<file path="src/rtl/ctrl_pipeline_if.sv">
// Control-bundle interface between the decoder/datapath side and ctrl_pipeline.
interface ctrl_pipeline_if #(
    parameter int unsigned REGW = 5
);
    logic [1:0]      id_branch;
    logic [1:0]      id_aluop;
    logic            id_memread;
    logic            id_memwrite;
    logic            id_memtoreg;
    logic            id_regdst;
    logic            id_regwrite;
    logic            id_alusrc;
    logic [REGW-1:0] id_rs;
    logic [REGW-1:0] id_rt;
    logic [REGW-1:0] id_rd;
    logic            ex_zero;

    logic [1:0]      ex_aluop;
    logic            ex_alusrc;
    logic [REGW-1:0] ex_wreg;
    logic            mem_memread;
    logic            mem_memwrite;
    logic [REGW-1:0] mem_wreg;
    logic            wb_memtoreg;
    logic            wb_regwrite;
    logic [REGW-1:0] wb_wreg;
    logic            stall;
    logic            pcsrc;
    logic            flush_ifid;

    // Decoder / datapath side
    modport master (
        output id_branch, id_aluop, id_memread, id_memwrite, id_memtoreg,
               id_regdst, id_regwrite, id_alusrc, id_rs, id_rt, id_rd, ex_zero,
        input  ex_aluop, ex_alusrc, ex_wreg, mem_memread, mem_memwrite, mem_wreg,
               wb_memtoreg, wb_regwrite, wb_wreg, stall, pcsrc, flush_ifid
    );

    // Control pipeline side
    modport slave (
        input  id_branch, id_aluop, id_memread, id_memwrite, id_memtoreg,
               id_regdst, id_regwrite, id_alusrc, id_rs, id_rt, id_rd, ex_zero,
        output ex_aluop, ex_alusrc, ex_wreg, mem_memread, mem_memwrite, mem_wreg,
               wb_memtoreg, wb_regwrite, wb_wreg, stall, pcsrc, flush_ifid
    );
endinterface

</file>
<file path="src/rtl/ctrl_pipeline.sv">
// Control pipeline: carries decoded control through ID/EX, EX/MEM, MEM/WB,
// generates load-use stall and branch redirect/flush.
module ctrl_pipeline #(
    parameter int unsigned REGW = 5
) (
    input  logic           clk,
    input  logic           reset,
    ctrl_pipeline_if.slave bus
);

    typedef struct packed {
        logic [1:0]      branch;
        logic [1:0]      aluop;
        logic            memread;
        logic            memwrite;
        logic            memtoreg;
        logic            regdst;
        logic            regwrite;
        logic            alusrc;
        logic [REGW-1:0] rt;
        logic [REGW-1:0] rd;
    } idex_t;

    typedef struct packed {
        logic [1:0]      branch;
        logic            memread;
        logic            memwrite;
        logic            memtoreg;
        logic            regwrite;
        logic [REGW-1:0] wreg;
        logic            zero;
    } exmem_t;

    typedef struct packed {
        logic            memtoreg;
        logic            regwrite;
        logic [REGW-1:0] wreg;
    } memwb_t;

    idex_t           idex_q,  idex_d;
    exmem_t          exmem_q, exmem_d;
    memwb_t          memwb_q, memwb_d;
    logic [REGW-1:0] ex_wreg_c;
    logic            hazard_c;
    logic            stall_c;
    logic            pcsrc_c;

    // Hazard detection, branch resolution and next stage-register contents
    always_comb begin
        idex_d  = '0;
        exmem_d = '0;
        memwb_d = '0;

        ex_wreg_c = idex_q.regdst ? idex_q.rd : idex_q.rt;
        pcsrc_c   = (exmem_q.branch[0] & exmem_q.zero) |
                    (exmem_q.branch[1] & ~exmem_q.zero);
        hazard_c  = idex_q.memread & (idex_q.rt != '0) &
                    ((idex_q.rt == bus.id_rs) | (idex_q.rt == bus.id_rt));
        // A redirect squashes the stalled instruction, so the stall is moot
        stall_c   = hazard_c & ~pcsrc_c;

        if (!(stall_c || pcsrc_c)) begin
            idex_d.branch   = bus.id_branch;
            idex_d.aluop    = bus.id_aluop;
            idex_d.memread  = bus.id_memread;
            idex_d.memwrite = bus.id_memwrite;
            idex_d.memtoreg = bus.id_memtoreg;
            idex_d.regdst   = bus.id_regdst;
            idex_d.regwrite = bus.id_regwrite;
            idex_d.alusrc   = bus.id_alusrc;
            idex_d.rt       = bus.id_rt;
            idex_d.rd       = bus.id_rd;
        end

        if (!pcsrc_c) begin
            exmem_d.branch   = idex_q.branch;
            exmem_d.memread  = idex_q.memread;
            exmem_d.memwrite = idex_q.memwrite;
            exmem_d.memtoreg = idex_q.memtoreg;
            exmem_d.regwrite = idex_q.regwrite;
            exmem_d.wreg     = ex_wreg_c;
            exmem_d.zero     = bus.ex_zero;
        end

        memwb_d.memtoreg = exmem_q.memtoreg;
        memwb_d.regwrite = exmem_q.regwrite;
        memwb_d.wreg     = exmem_q.wreg;
    end

    // Stage registers; reset loads bubbles everywhere
    always_ff @(posedge clk) begin
        if (reset) begin
            idex_q  <= '0;
            exmem_q <= '0;
            memwb_q <= '0;
        end else begin
            idex_q  <= idex_d;
            exmem_q <= exmem_d;
            memwb_q <= memwb_d;
        end
    end

    assign bus.ex_aluop     = idex_q.aluop;
    assign bus.ex_alusrc    = idex_q.alusrc;
    assign bus.ex_wreg      = ex_wreg_c;
    assign bus.mem_memread  = exmem_q.memread;
    assign bus.mem_memwrite = exmem_q.memwrite;
    assign bus.mem_wreg     = exmem_q.wreg;
    assign bus.wb_memtoreg  = memwb_q.memtoreg;
    assign bus.wb_regwrite  = memwb_q.regwrite;
    assign bus.wb_wreg      = memwb_q.wreg;
    assign bus.stall        = stall_c;
    assign bus.pcsrc        = pcsrc_c;
    assign bus.flush_ifid   = pcsrc_c;

endmodule

</file>
<file path="src/flat_wrapper.sv">
// flat-port wrapper written by rule: the top's interface ports become plain ports
module ctrl_pipeline_flat 
#(
    parameter int unsigned REGW = 5
)
  (clk, reset, bus_id_branch, bus_id_aluop, bus_id_memread, bus_id_memwrite, bus_id_memtoreg, bus_id_regdst, bus_id_regwrite, bus_id_alusrc, bus_id_rs, bus_id_rt, bus_id_rd, bus_ex_zero, bus_ex_aluop, bus_ex_alusrc, bus_ex_wreg, bus_mem_memread, bus_mem_memwrite, bus_mem_wreg, bus_wb_memtoreg, bus_wb_regwrite, bus_wb_wreg, bus_stall, bus_pcsrc, bus_flush_ifid);
  ctrl_pipeline_if #(.REGW(REGW)) bus_i ();
  input  logic clk;
  input  logic reset;
  input wire logic [$bits(bus_i.id_branch)-1:0] bus_id_branch;
  input wire logic [$bits(bus_i.id_aluop)-1:0] bus_id_aluop;
  input wire logic [$bits(bus_i.id_memread)-1:0] bus_id_memread;
  input wire logic [$bits(bus_i.id_memwrite)-1:0] bus_id_memwrite;
  input wire logic [$bits(bus_i.id_memtoreg)-1:0] bus_id_memtoreg;
  input wire logic [$bits(bus_i.id_regdst)-1:0] bus_id_regdst;
  input wire logic [$bits(bus_i.id_regwrite)-1:0] bus_id_regwrite;
  input wire logic [$bits(bus_i.id_alusrc)-1:0] bus_id_alusrc;
  input wire logic [$bits(bus_i.id_rs)-1:0] bus_id_rs;
  input wire logic [$bits(bus_i.id_rt)-1:0] bus_id_rt;
  input wire logic [$bits(bus_i.id_rd)-1:0] bus_id_rd;
  input wire logic [$bits(bus_i.ex_zero)-1:0] bus_ex_zero;
  output wire logic [$bits(bus_i.ex_aluop)-1:0] bus_ex_aluop;
  output wire logic [$bits(bus_i.ex_alusrc)-1:0] bus_ex_alusrc;
  output wire logic [$bits(bus_i.ex_wreg)-1:0] bus_ex_wreg;
  output wire logic [$bits(bus_i.mem_memread)-1:0] bus_mem_memread;
  output wire logic [$bits(bus_i.mem_memwrite)-1:0] bus_mem_memwrite;
  output wire logic [$bits(bus_i.mem_wreg)-1:0] bus_mem_wreg;
  output wire logic [$bits(bus_i.wb_memtoreg)-1:0] bus_wb_memtoreg;
  output wire logic [$bits(bus_i.wb_regwrite)-1:0] bus_wb_regwrite;
  output wire logic [$bits(bus_i.wb_wreg)-1:0] bus_wb_wreg;
  output wire logic [$bits(bus_i.stall)-1:0] bus_stall;
  output wire logic [$bits(bus_i.pcsrc)-1:0] bus_pcsrc;
  output wire logic [$bits(bus_i.flush_ifid)-1:0] bus_flush_ifid;
  assign bus_i.id_branch = bus_id_branch;
  assign bus_i.id_aluop = bus_id_aluop;
  assign bus_i.id_memread = bus_id_memread;
  assign bus_i.id_memwrite = bus_id_memwrite;
  assign bus_i.id_memtoreg = bus_id_memtoreg;
  assign bus_i.id_regdst = bus_id_regdst;
  assign bus_i.id_regwrite = bus_id_regwrite;
  assign bus_i.id_alusrc = bus_id_alusrc;
  assign bus_i.id_rs = bus_id_rs;
  assign bus_i.id_rt = bus_id_rt;
  assign bus_i.id_rd = bus_id_rd;
  assign bus_i.ex_zero = bus_ex_zero;
  assign bus_ex_aluop = bus_i.ex_aluop;
  assign bus_ex_alusrc = bus_i.ex_alusrc;
  assign bus_ex_wreg = bus_i.ex_wreg;
  assign bus_mem_memread = bus_i.mem_memread;
  assign bus_mem_memwrite = bus_i.mem_memwrite;
  assign bus_mem_wreg = bus_i.mem_wreg;
  assign bus_wb_memtoreg = bus_i.wb_memtoreg;
  assign bus_wb_regwrite = bus_i.wb_regwrite;
  assign bus_wb_wreg = bus_i.wb_wreg;
  assign bus_stall = bus_i.stall;
  assign bus_pcsrc = bus_i.pcsrc;
  assign bus_flush_ifid = bus_i.flush_ifid;
  ctrl_pipeline #(.REGW(REGW)) u_core (.clk(clk), .reset(reset), .bus(bus_i));
endmodule
</file>
<file path="config.mk">
export PLATFORM = sky130hd
export DESIGN_NAME = ctrl_pipeline_flat
export DESIGN_NICKNAME = d
export VERILOG_FILES = /design/src/rtl/ctrl_pipeline_if.sv /design/src/rtl/ctrl_pipeline.sv /design/src/flat_wrapper.sv
export SDC_FILE = /design/constraint.sdc
export NUM_CORES = 1
export LEC_CHECK = 0
export CORE_ASPECT_RATIO = 0.5
export CORE_MARGIN = 3
export CORE_UTILIZATION = 30
export CTS_BUF_LIST = sky130_fd_sc_hd__clkbuf_16
export DETAILED_ROUTE_END_ITERATION = 7
export PLACE_DENSITY = 0.58
export SYNTH_ARGS = -nofsm -noshare
export SYNTH_HDL_FRONTEND = slang
export SYNTH_SLANG_ARGS = --single-unit
</file>
<file path="constraint.sdc">
create_clock -name clk -period 3.5 [get_ports clk]
set_input_delay 0.7 -clock clk [delete_from_list [all_inputs] [get_ports clk]]
set_output_delay 0.7 -clock clk [all_outputs]
set_load 0.02 [all_outputs]
</file>
==> key figures, run 1 <==
Floorplan
  – Die width: between 100 and 150 um
  – IO Pins: 53
  – Full die area: ~5800 um2
  – Row count: 17
  – Die height: approximately 55 um
  – Total core area: about 4600 um2
  – Initial Util: 32.13%

Cells and area
  – Synthesis-to-finish area growth: 45.77%
  – Layout cells sized above 1: 20.43%
  – Total Nets Final: approximately 210
  – Post-route cell area: ~2100 um2
  – Commonest non-fill, non-tap cells in the layout: clkdlybuf4s50_1, dfxtp_1, nand2_1
  – Most common cell after layout, fill and taps aside: clkdlybuf4s50_1
  – N_diodes: 0

Route
  – Vias per inst: a little over 4
  – WL/cell: approximately 12 um
  – Initial DRC count: slightly above 40
  – Final WL: around 3.0 mm
  – Drt pass-1 iters: 4
  – Drt drc: 0
  – Antenna viol nets, final: 0
  – Via count: slightly above 1k

Critical path
  – Worst r2r dst: u_core.idex_q[15]
  – Crit path depth: 6
  – Critical Path RT: around 2800 ps
  – R2R Setup Slk: slightly below 2000 ps
  – CP Cell Sequence: clkdlybuf4s50_1 > xnor2_1 > nand3_1 > o22ai_2 > and3b_1 > clkdlybuf4s50_1
  – Crit path capture type: primary output
  – R2r worst-path depth: 4
  – FF-to-FF Start: u_core.idex_q[7]
  – Crit Path Max Fanout: 2
  – Crit start category: primary input
  – Bufs and invs on worst path: 2
  – Most frequent cell on the critical path: clkdlybuf4s50_1
  – CP delay by family, top: buffers and inverters
  – CP arrival: between 2000 and 2500 ps
  – Slowest CP cell: clkdlybuf4s50_1
  – Crit-path max cell delay: 600 ps
  – Worst Path Class, Setup: primary input to primary output

Timing
  – Post-route setup slack: roughly 370 ps
  – Worst Max-Slew Pin Slew: 362.1 ps
  – Final Skew: roughly 3.2 ps
  – Slew HR: 75.86%
  – Fmax achieved: about 320 MHz
  – Fin. max-slew vios: 0
  – Count of final setup violators: 0
  – Period utilization: between 80% and 90%
  – Final min period: 3135 ps
  – RSZ-0062 raised after global routing: false
  – Setup Total Neg Slack: 0 ps
  – Fin. Hold Viols: 0

Global routing
  – Largest net degree at the start of global routing: 33
  – Initial antenna violation count: 0
  – First-pass GRT wire length: a little over 5 mm
  – GRT Resource Usage Total: a little over a tenth
  – Vias in the first global route: about 1.0k
  – Total grt overflow: 0

Clock tree
  – Root Buffer Master: clkbuf_16
  – CTS H-tree lvls: 2
  – CTS tree: yes
  – Post-cts resize count: 0
  – Max clock buf depth: 2
  – Post-CTS setup buffer count: 0
  – Worst-path clk slew: ~50 ps
  – Skew-Pair Late Insertion Delay: 270 ps
  – CTS buffer count: 5
  – CTS Sinks: 39
  – Hold buffer count at CTS: 0

Placement
  – Port Buf Inserts: 52
  – RePlAce Congestion: approximately 0.74
  – Final HPWL from detailed placement: ~2.2 mm
  – Place WS: 354.2 ps
  – DP Area: roughly 2000 um2

Synthesis
  – Cell variety after synth: 17
  – Cells after synthesis: 138
  – Avg Cell Area, Syn: between 10 and 15 um2
  – Synthesized flop and latch total: 39
  – Seq/Total Area, Yosys: a little over half
  – Mapped Area: approximately 1500 um2
  – Syn_nets: between 150 and 200
  – Yosys warns: 0

Status
  – Status: completed

Pwr
  – P per Cell Area: approximately 500 nW/um2
  – Leakage: between 0.7 and 0.8 nW
  – Peak VDD IR: between 0.15 and 0.2 mV

Worst hold path
  – HP Start: u_core.idex_q[19]
  – Hold Crit Depth: 1
  – Min-Delay Path Class: register to register
  – Worst Hold Path EP: u_core.exmem_q[11]

Flow run
  – Max cap viols: 0
## how the worst max path moves through the flow
stage / endpoint / start / slack [ps]
after floorplan: bus_stall / bus_id_rt[4] / 1420
after global placement: bus_stall / bus_id_rt[4] / 380
after detailed placement: bus_stall / bus_id_rt[2] / 350
after CTS: bus_stall / bus_id_rt[2] / 350
after global routing: bus_stall / bus_id_rt[2] / 240
final: bus_stall / bus_id_rt[2] / 370
## sequential cells by signal, indices dropped and copies added (netlist names)
signal / count
u_core.bus.wb_memtoreg: 1
u_core.bus.ex_aluop: 2
u_core.bus.mem_wreg: 5
u_core.idex_q: 17
u_core.bus.wb_wreg: 5
u_core.bus.mem_memread: 1
u_core.bus.mem_memwrite: 1
u_core.exmem_q: 5
u_core.bus.wb_regwrite: 1
u_core.bus.ex_alusrc: 1
## metal layers
metal / global-route usage [%] / wire length [um]
met5: 0 / 0
met4: 3.364 / 20
met3: 4.667 / 163
met2: 15.95 / 1383
met1: 14.74 / 1446
## layout make-up
type | count | area (um2)
clock buffers | 5 | 125.1
well taps | 66 | 82.58
flip-flops and latches | 39 | 780.7
clock inverters | 3 | 16.27
repair buffers | 55 | 543.0
multi-input cells | 84 | 584.3
fillers | 455 | 2420
## report_power, final
part	switching (mW)	internal [mW]
combinational	0.0768	0.0856
sequential	0.0121	0.469
clock	0.162	0.259
total	0.251	0.814
## cells by family after synthesis
| kind of cell | Yosys count | share of synthesized area [%] |
|---|---|---|
| xor+xnor | 10 | 5.988 |
| compound gates | 22 | 12.92 |
| buf+inv | 15 | 7.100 |
| simple gates | 46 | 16.00 |
| mux | 6 | 4.619 |
| flops | 39 | 53.38 |
## per-stage QoR
stage | instances | power, mW | utilization (%) | hold slack, ps
2_1_floorplan | 138 | 0.5835 | - | 405.7
5_1_grt | 252 | 1.116 | 46.84 | 438.0
3_5_place_dp | 244 | 0.6548 | 43.73 | 412.2
3_3_place_gp | 244 | 0.6537 | 43.73 | 410.1
6_report | 252 | 1.065 | 46.84 | 422.8
4_1_cts | 252 | 1.078 | 46.84 | 425.5
## synth_stat cells
master	n	area [um2]
nand2_1	22	82.58
clkbuf_1	3	11.26
o21a_1	1	7.510
o22ai_1	1	6.260
or4_1	1	7.510
mux2_2	6	67.56
xnor2_1	10	87.58
nand3_1	2	10.01
and3b_1	1	8.760
nor2_2	1	6.260
nor2b_1	7	43.79
buf_6	2	22.52
dfxtp_1	39	780.8
buf_4	8	60.06
a21oi_2	20	175.2
and2_1	12	75.07
buf_2	2	10.01
Note: power is estimated with default switching activity, not from simulation.
==> inputs of run 2 (changes only) <==
PLACE_DENSITY = 0.57   (was 0.58)
==> run 2 against run 1 <==
Effect of this change: clock power is 35% higher; first-iteration DRC count is 76% lower; flip-flop and latch count unchanged; via count is 1.9% lower; non-clock buffer count did not move; wire length fell by 0.76%; fmax increased by 0.63%; final area up 2.2%; critical path depth unchanged; register-to-register slack got worse by 50 ps; utilization grew 1.0 points; clock skew is 1.2 ps lower; critical path type unchanged; critical endpoint unchanged.
==> key figures, run 2 (synthesis results as in run 1) <==
Timing
  – Fin. Hold Viols: 0 (unchanged)
  – Slew HR: 75.78% (-0.082 points)
  – Post-route setup slack: 384.7 ps (+19.52 ps)
  – Final min period: 3115 ps (-19.52 ps)
  – Fmax achieved: 321.0 MHz (+0.63%)
  – Count of final setup violators: 0 (unchanged)
  – Setup Total Neg Slack: 0 ps (unchanged)
  – Period utilization: 89.01% (-0.56 points)
  – Final Skew: 2.025 ps (-1.158 ps)
  – Final Hold Slack: 422.6 ps (-0.1640 ps)
  – RSZ-0062 raised after global routing: false
  – Worst Max-Slew Pin Slew: 363.4 ps (+1.231 ps)
  – Fin. max-slew vios: 0 (unchanged)

Cells and area
  – Reg area: 780.7 um2 (unchanged)
  – Most common cell after layout, fill and taps aside: clkdlybuf4s50_1
  – Post-route cell area: 2180 um2 (+2.2%)
  – Total Nets Final: 213 (unchanged)
  – Area of the multi-input gates: 584.3 um2 (unchanged)
  – Final Util: 47.88% (+1.0 points)
  – Synthesis-to-finish area growth: 49.02%
  – N_diodes: 0 (unchanged)
  – Commonest non-fill, non-tap cells in the layout: clkdlybuf4s50_1, dfxtp_1, nand2_1
  – Max reg flops: 17 (unchanged)
  – Non-filler instance count after layout: 252 (unchanged)
  – Layout cells sized above 1: 20.43% (unchanged)
  – Reg with most FFs: u_core.idex_q
  – Fillcell total: 457 (+0.44%)

Status
  – Status: completed

Critical path
  – Bufs and invs on worst path: 2 (unchanged)
  – Worst r2r dst: u_core.idex_q[4]
  – R2r worst-path depth: 4 (unchanged)
  – CP Cell Sequence: clkdlybuf4s50_1 > xnor2_1 > nand3_1 > o22ai_2 > and3b_1 > clkdlybuf4s50_1
  – R2R Setup Slk: 1940 ps (-50 ps)
  – Crit path capture type: primary output
  – Crit start category: primary input
  – CP arrival: 2420 ps (about the same)
  – Crit Path Max Fanout: 2 (unchanged)
  – CP delay by family, top: buffers and inverters
  – FF-to-FF Start: u_core.idex_q[5]
  – CP endpoint: bus_stall
  – Worst Path Class, Setup: primary input to primary output
  – Slowest CP cell: clkdlybuf4s50_1
  – Crit-path max cell delay: 600 ps (about the same)
  – Critical Path RT: 2800 ps (about the same)
  – Most frequent cell on the critical path: clkdlybuf4s50_1
  – Crit path depth: 6 (unchanged)
  – Crit path launch: bus_id_rt[4]

Route
  – Final WL: 2.990 mm (-0.76%)
  – Antenna viol nets, final: 0 (unchanged)
  – Vias per inst: 4.000 (-1.9%)
  – WL/cell: 11.87 um (-0.76%)
  – Via count: 1008 (-1.9%)
  – Drt drc: 0 (unchanged)
  – Drt pass-1 iters: 3 (-1)
  – Initial DRC count: 10 (-76%)

Clock tree
  – Worst-path clk slew: 50 ps (about the same)
  – CTS H-tree lvls: 2 (unchanged)
  – CTS tree: yes
  – CTS Sinks: 39 (unchanged)
  – Post-CTS setup buffer count: 0 (unchanged)
  – Max clock buf depth: 2 (unchanged)
  – Hold buffer count at CTS: 0 (unchanged)
  – Skew-Pair Late Insertion Delay: 270 ps (about the same)
  – CTS buffer count: 5 (unchanged)
  – Root Buffer Master: clkbuf_16
  – Post-cts resize count: 0 (unchanged)

Floorplan
  – Full die area: 5800 um2 (unchanged)
  – Row count: 17 (unchanged)
  – Total core area: 4552 um2 (unchanged)
  – Die height: 55.38 um (unchanged)
  – Initial Util: 32.13% (unchanged)
  – Die width: 104.7 um (unchanged)
  – IO Pins: 53 (unchanged)

Placement
  – DP Area: 1991 um2 (unchanged)
  – Placed cell count: 244 (unchanged)
  – RePlAce Congestion: 0.6891 (-7.2%)
  – Port Buf Inserts: 52 (unchanged)
  – Place WS: 375.3 ps (+21.12 ps)
  – Final HPWL from detailed placement: 2.139 mm (-2.1%)

Pwr
  – P per Cell Area: 556.6 nW/um2 (+11%)
  – Final Power: 1.213 mW (+14%)
  – Peak VDD IR: 0.2619 mV (+40%)
  – Leakage: 0.8226 nW (+3.0%)

Global routing
  – Vias in the first global route: 980 (-2.4%)
  – Largest net degree at the start of global routing: 33 (unchanged)
  – First-pass GRT wire length: 4.995 mm (-0.83%)
  – Total grt overflow: 0 (unchanged)
  – Initial antenna violation count: 0 (unchanged)
  – GRT Resource Usage Total: 10.93% (-0.058 points)

Flow run
  – Max cap viols: 0 (unchanged)

Worst hold path
  – Min-Delay Path Class: register to register
run 2: worst reg2reg max path: stages (launching register included):
cell and delay, ps:
dfxtp_1 360, or4_1 540, o21a_1 190, buf_4 240
a21oi_2 160
run 2: power by group:
part	internal [mW]	total, mW	switching (mW)
Clock	0.405	0.570	0.165
Combinational	0.0856	0.162	0.0763
Sequential	0.469	0.481	0.0122
run 2: metal layers:
metal	up-vias	wire, um	GRT usage [%]
li1	528	-	-
met1	455	1532	15.14
met2	21	1301	15.68
met3	4	132	4.084
met4	0	23	3.364
met5	-	0	0
run 2: area by class of cell:
| cell class | instances | area share (%) |
|---|---|---|
| clock buffers | 5 | 5.741 |
| clock inverters | 3 | 2.928 |
| multi-input cells | 84 | 26.81 |
| flip-flops and latches | 39 | 35.82 |
| well taps | 66 | 3.789 |
| repair buffers | 55 | 24.91 |
run 2: how the worst min path moves through the flow:
stage / start / end / slack [ps] / depth (start not counted)
floorplan: u_core.idex_q[14] / u_core.bus.mem_memwrite / 410 / 1
global placement: u_core.idex_q[19] / u_core.exmem_q[11] / 410 / 1
detailed placement: u_core.idex_q[19] / u_core.exmem_q[11] / 410 / 1
CTS: u_core.idex_q[19] / u_core.exmem_q[11] / 430 / 1
global route: u_core.idex_q[13] / u_core.exmem_q[7] / 430 / 1
finish: u_core.idex_q[18] / u_core.exmem_q[10] / 420 / 1
==> inputs of run 3 (changes only) <==
CAP_MARGIN = 10   (was not set)
CORE_MARGIN = 5   (was 3)
==> run 3 against run 2 <==
Effect of this change: flip-flop and latch count did not move; utilization fell by 0.96 points; total power fell by 11%; critical path type unchanged; largest power group is now registers; critical endpoint unchanged; register-to-register slack barely moved; hold slack improved by 1.4 ps; die area rose by 11%; first-iteration DRC count rose by 100%; sequential share of layout area rose by 0.73 points; wire length rose by 6.0%; combinational power barely moved.
==> key figures, run 3 (synthesis results as in run 1) <==
Critical path
  – CP Cell Sequence: clkdlybuf4s50_1 > xnor2_1 > nand3_1 > o22ai_2 > and3b_1 > clkdlybuf4s50_1
  – Most frequent cell on the critical path: clkdlybuf4s50_1
  – Crit path capture type: primary output
  – Critical Path RT: 2800 ps (about the same)
  – Bufs and invs on worst path: 2 (unchanged)
  – CP delay by family, top: buffers and inverters
  – CP arrival: 2440 ps (+20 ps)
  – R2r worst-path depth: 4 (unchanged)
  – Worst Path Class, Setup: primary input to primary output
  – FF-to-FF Start: u_core.idex_q[5]
  – Crit-path max cell delay: 600 ps (about the same)
  – Crit start category: primary input
  – R2R Setup Slk: 1950 ps (about the same)
  – Worst r2r dst: u_core.bus.ex_aluop[0]
  – Crit Path Max Fanout: 2 (unchanged)
  – Slowest CP cell: clkdlybuf4s50_1

Floorplan
  – Initial Util: 32.13% (unchanged)
  – Total core area: 4552 um2 (unchanged)
  – Die height: 59.38 um (+7.2%)
  – Full die area: 6457 um2 (+11%)
  – IO Pins: 53 (unchanged)
  – Row count: 17 (unchanged)
  – Die width: 108.7 um (+3.8%)

Worst hold path
  – Hold Crit Depth: 1 (unchanged)
  – Min-Delay Path Class: register to register
  – Worst Hold Path EP: u_core.exmem_q[7]
  – HP Start: u_core.idex_q[13]

Clock tree
  – Root Buffer Master: clkbuf_16
  – Post-cts resize count: 0 (unchanged)
  – Max clock buf depth: 2 (unchanged)
  – CTS buffer count: 5 (unchanged)
  – CTS H-tree lvls: 2 (unchanged)
  – CTS tree: yes
  – Hold buffer count at CTS: 0 (unchanged)
  – CTS Sinks: 39 (unchanged)
  – Post-CTS setup buffer count: 0 (unchanged)
  – Skew-Pair Late Insertion Delay: 280 ps (about the same)
  – Worst-path clk slew: 60 ps (about the same)

Timing
  – Final min period: 3136 ps (+20.81 ps)
  – Fmax achieved: 318.9 MHz (-0.66%)
  – Slew HR: 76.94% (+1.2 points)
  – Fin. Hold Viols: 0 (unchanged)
  – Setup Total Neg Slack: 0 ps (unchanged)
  – Worst Max-Slew Pin Slew: 345.9 ps (-17.43 ps)
  – Count of final setup violators: 0 (unchanged)
  – Period utilization: 89.60% (+0.59 points)
  – Final Hold Slack: 424.0 ps (+1.382 ps)
  – Fin. max-slew vios: 0 (unchanged)
  – Final Skew: 2.718 ps (+0.6937 ps)
  – RSZ-0062 raised after global routing: false

Cells and area
  – Max reg flops: 17 (unchanged)
  – Synthesis-to-finish area growth: 46.02%
  – Fillcell total: 443 (-3.1%)
  – Most common cell after layout, fill and taps aside: clkdlybuf4s50_1
  – Reg with most FFs: u_core.idex_q
  – Total Nets Final: 213 (unchanged)
  – Final Util: 46.92% (-0.96 points)
  – Layout cells sized above 1: 20.97% (+0.54 points)
  – Commonest non-fill, non-tap cells in the layout: clkdlybuf4s50_1, dfxtp_1, nand2_1
  – N_diodes: 0 (unchanged)

Global routing
  – First-pass GRT wire length: 5.168 mm (+3.5%)
  – Vias in the first global route: 1007 (+2.8%)
  – Total grt overflow: 0 (unchanged)
  – Initial antenna violation count: 0 (unchanged)
  – Largest net degree at the start of global routing: 33 (unchanged)
  – GRT Resource Usage Total: 10.54% (-0.39 points)

Route
  – Drt pass-1 iters: 4 (+1)
  – Via count: 1001 (-0.69%)
  – Antenna viol nets, final: 0 (unchanged)
  – Vias per inst: 3.972 (-0.69%)
  – Initial DRC count: 20 (+10)
  – Drt drc: 0 (unchanged)
  – Final WL: 3.168 mm (+6.0%)
  – WL/cell: 12.57 um (+6.0%)

Pwr
  – Clock share of power: 40.5% (-6.5 points)
  – Peak VDD IR: 0.2532 mV (-3.3%)
  – Sw frac: 24.50% (+3.6 points)
  – P_int: 0.8165 mW (-15%)
  – P per Cell Area: 506.3 nW/um2 (-9.0%)
  – Share of power burned in combinational logic: 15.1% (+1.8 points)
  – Sw Pwr: 0.2649 mW (+4.5%)
  – Leakage: 0.7932 nW (-3.6%)
  – Sequential power share: 44.5% (+4.8 points)

Placement
  – Port Buf Inserts: 52 (unchanged)
  – RePlAce Congestion: 0.7090 (+2.9%)
  – Final HPWL from detailed placement: 2.284 mm (+6.8%)

Status
  – Status: completed

Flow run
  – Max cap viols: 0 (unchanged)
## run 3: changes by cell type in the layout (fill, tap and decap cells not counted)
cell        change
bufinv_16       -2
clkinvlp_4      +2
clkinv_2        +1
inv_1           -1
## run 3: worst max-delay path by stage
stage,startpoint,end,slack [ps],depth (start not counted)
global placement,bus_id_rt[4],bus_stall,380,6
finish,bus_id_rt[2],bus_stall,360,6
floorplan,bus_id_rt[4],bus_stall,1420,4
global route,bus_id_rt[4],bus_stall,310,6
CTS,bus_id_rt[2],bus_stall,360,6
detailed placement,bus_id_rt[2],bus_stall,380,6
## run 3: power by group through the flow
stage	logic [mW]	registers [mW]	clock network (mW)
2_1_floorplan	0.0908	0.493	0
3_3_place_gp	0.164	0.490	0
3_5_place_dp	0.164	0.491	0
4_1_cts	0.165	0.481	0.450
5_1_grt	0.176	0.484	0.471
6_report	0.163	0.481	0.437
## run 3: area by class of cell
class	count	area, um2	share of cell area, %
timing repair buffer	55	543.0	25.42
clock buffer	5	125.1	5.858
tap	66	82.58	3.866
multi-input combinational	84	584.3	27.36
sequential	39	780.7	36.56
clock inverter	3	20.02	0.9373
## run 3: metrics by stage
stage	std cells	total power [mW]	cell area [um2]	setup slack, ps
after global routing	252	1.131	2136	310.0
after global placement	244	0.6539	1991	382.0
after CTS	252	1.097	2136	361.0
final	252	1.081	2136	363.9
after detailed placement	244	0.6550	1991	375.9
after floorplan	138	0.5835	1463	1420
## run 3: metal layers
layer	global-route usage (%)	wire length (um)
met5	0	0
met4	4.856	35
met3	3.156	157
met2	15.89	1433
met1	13.93	1542
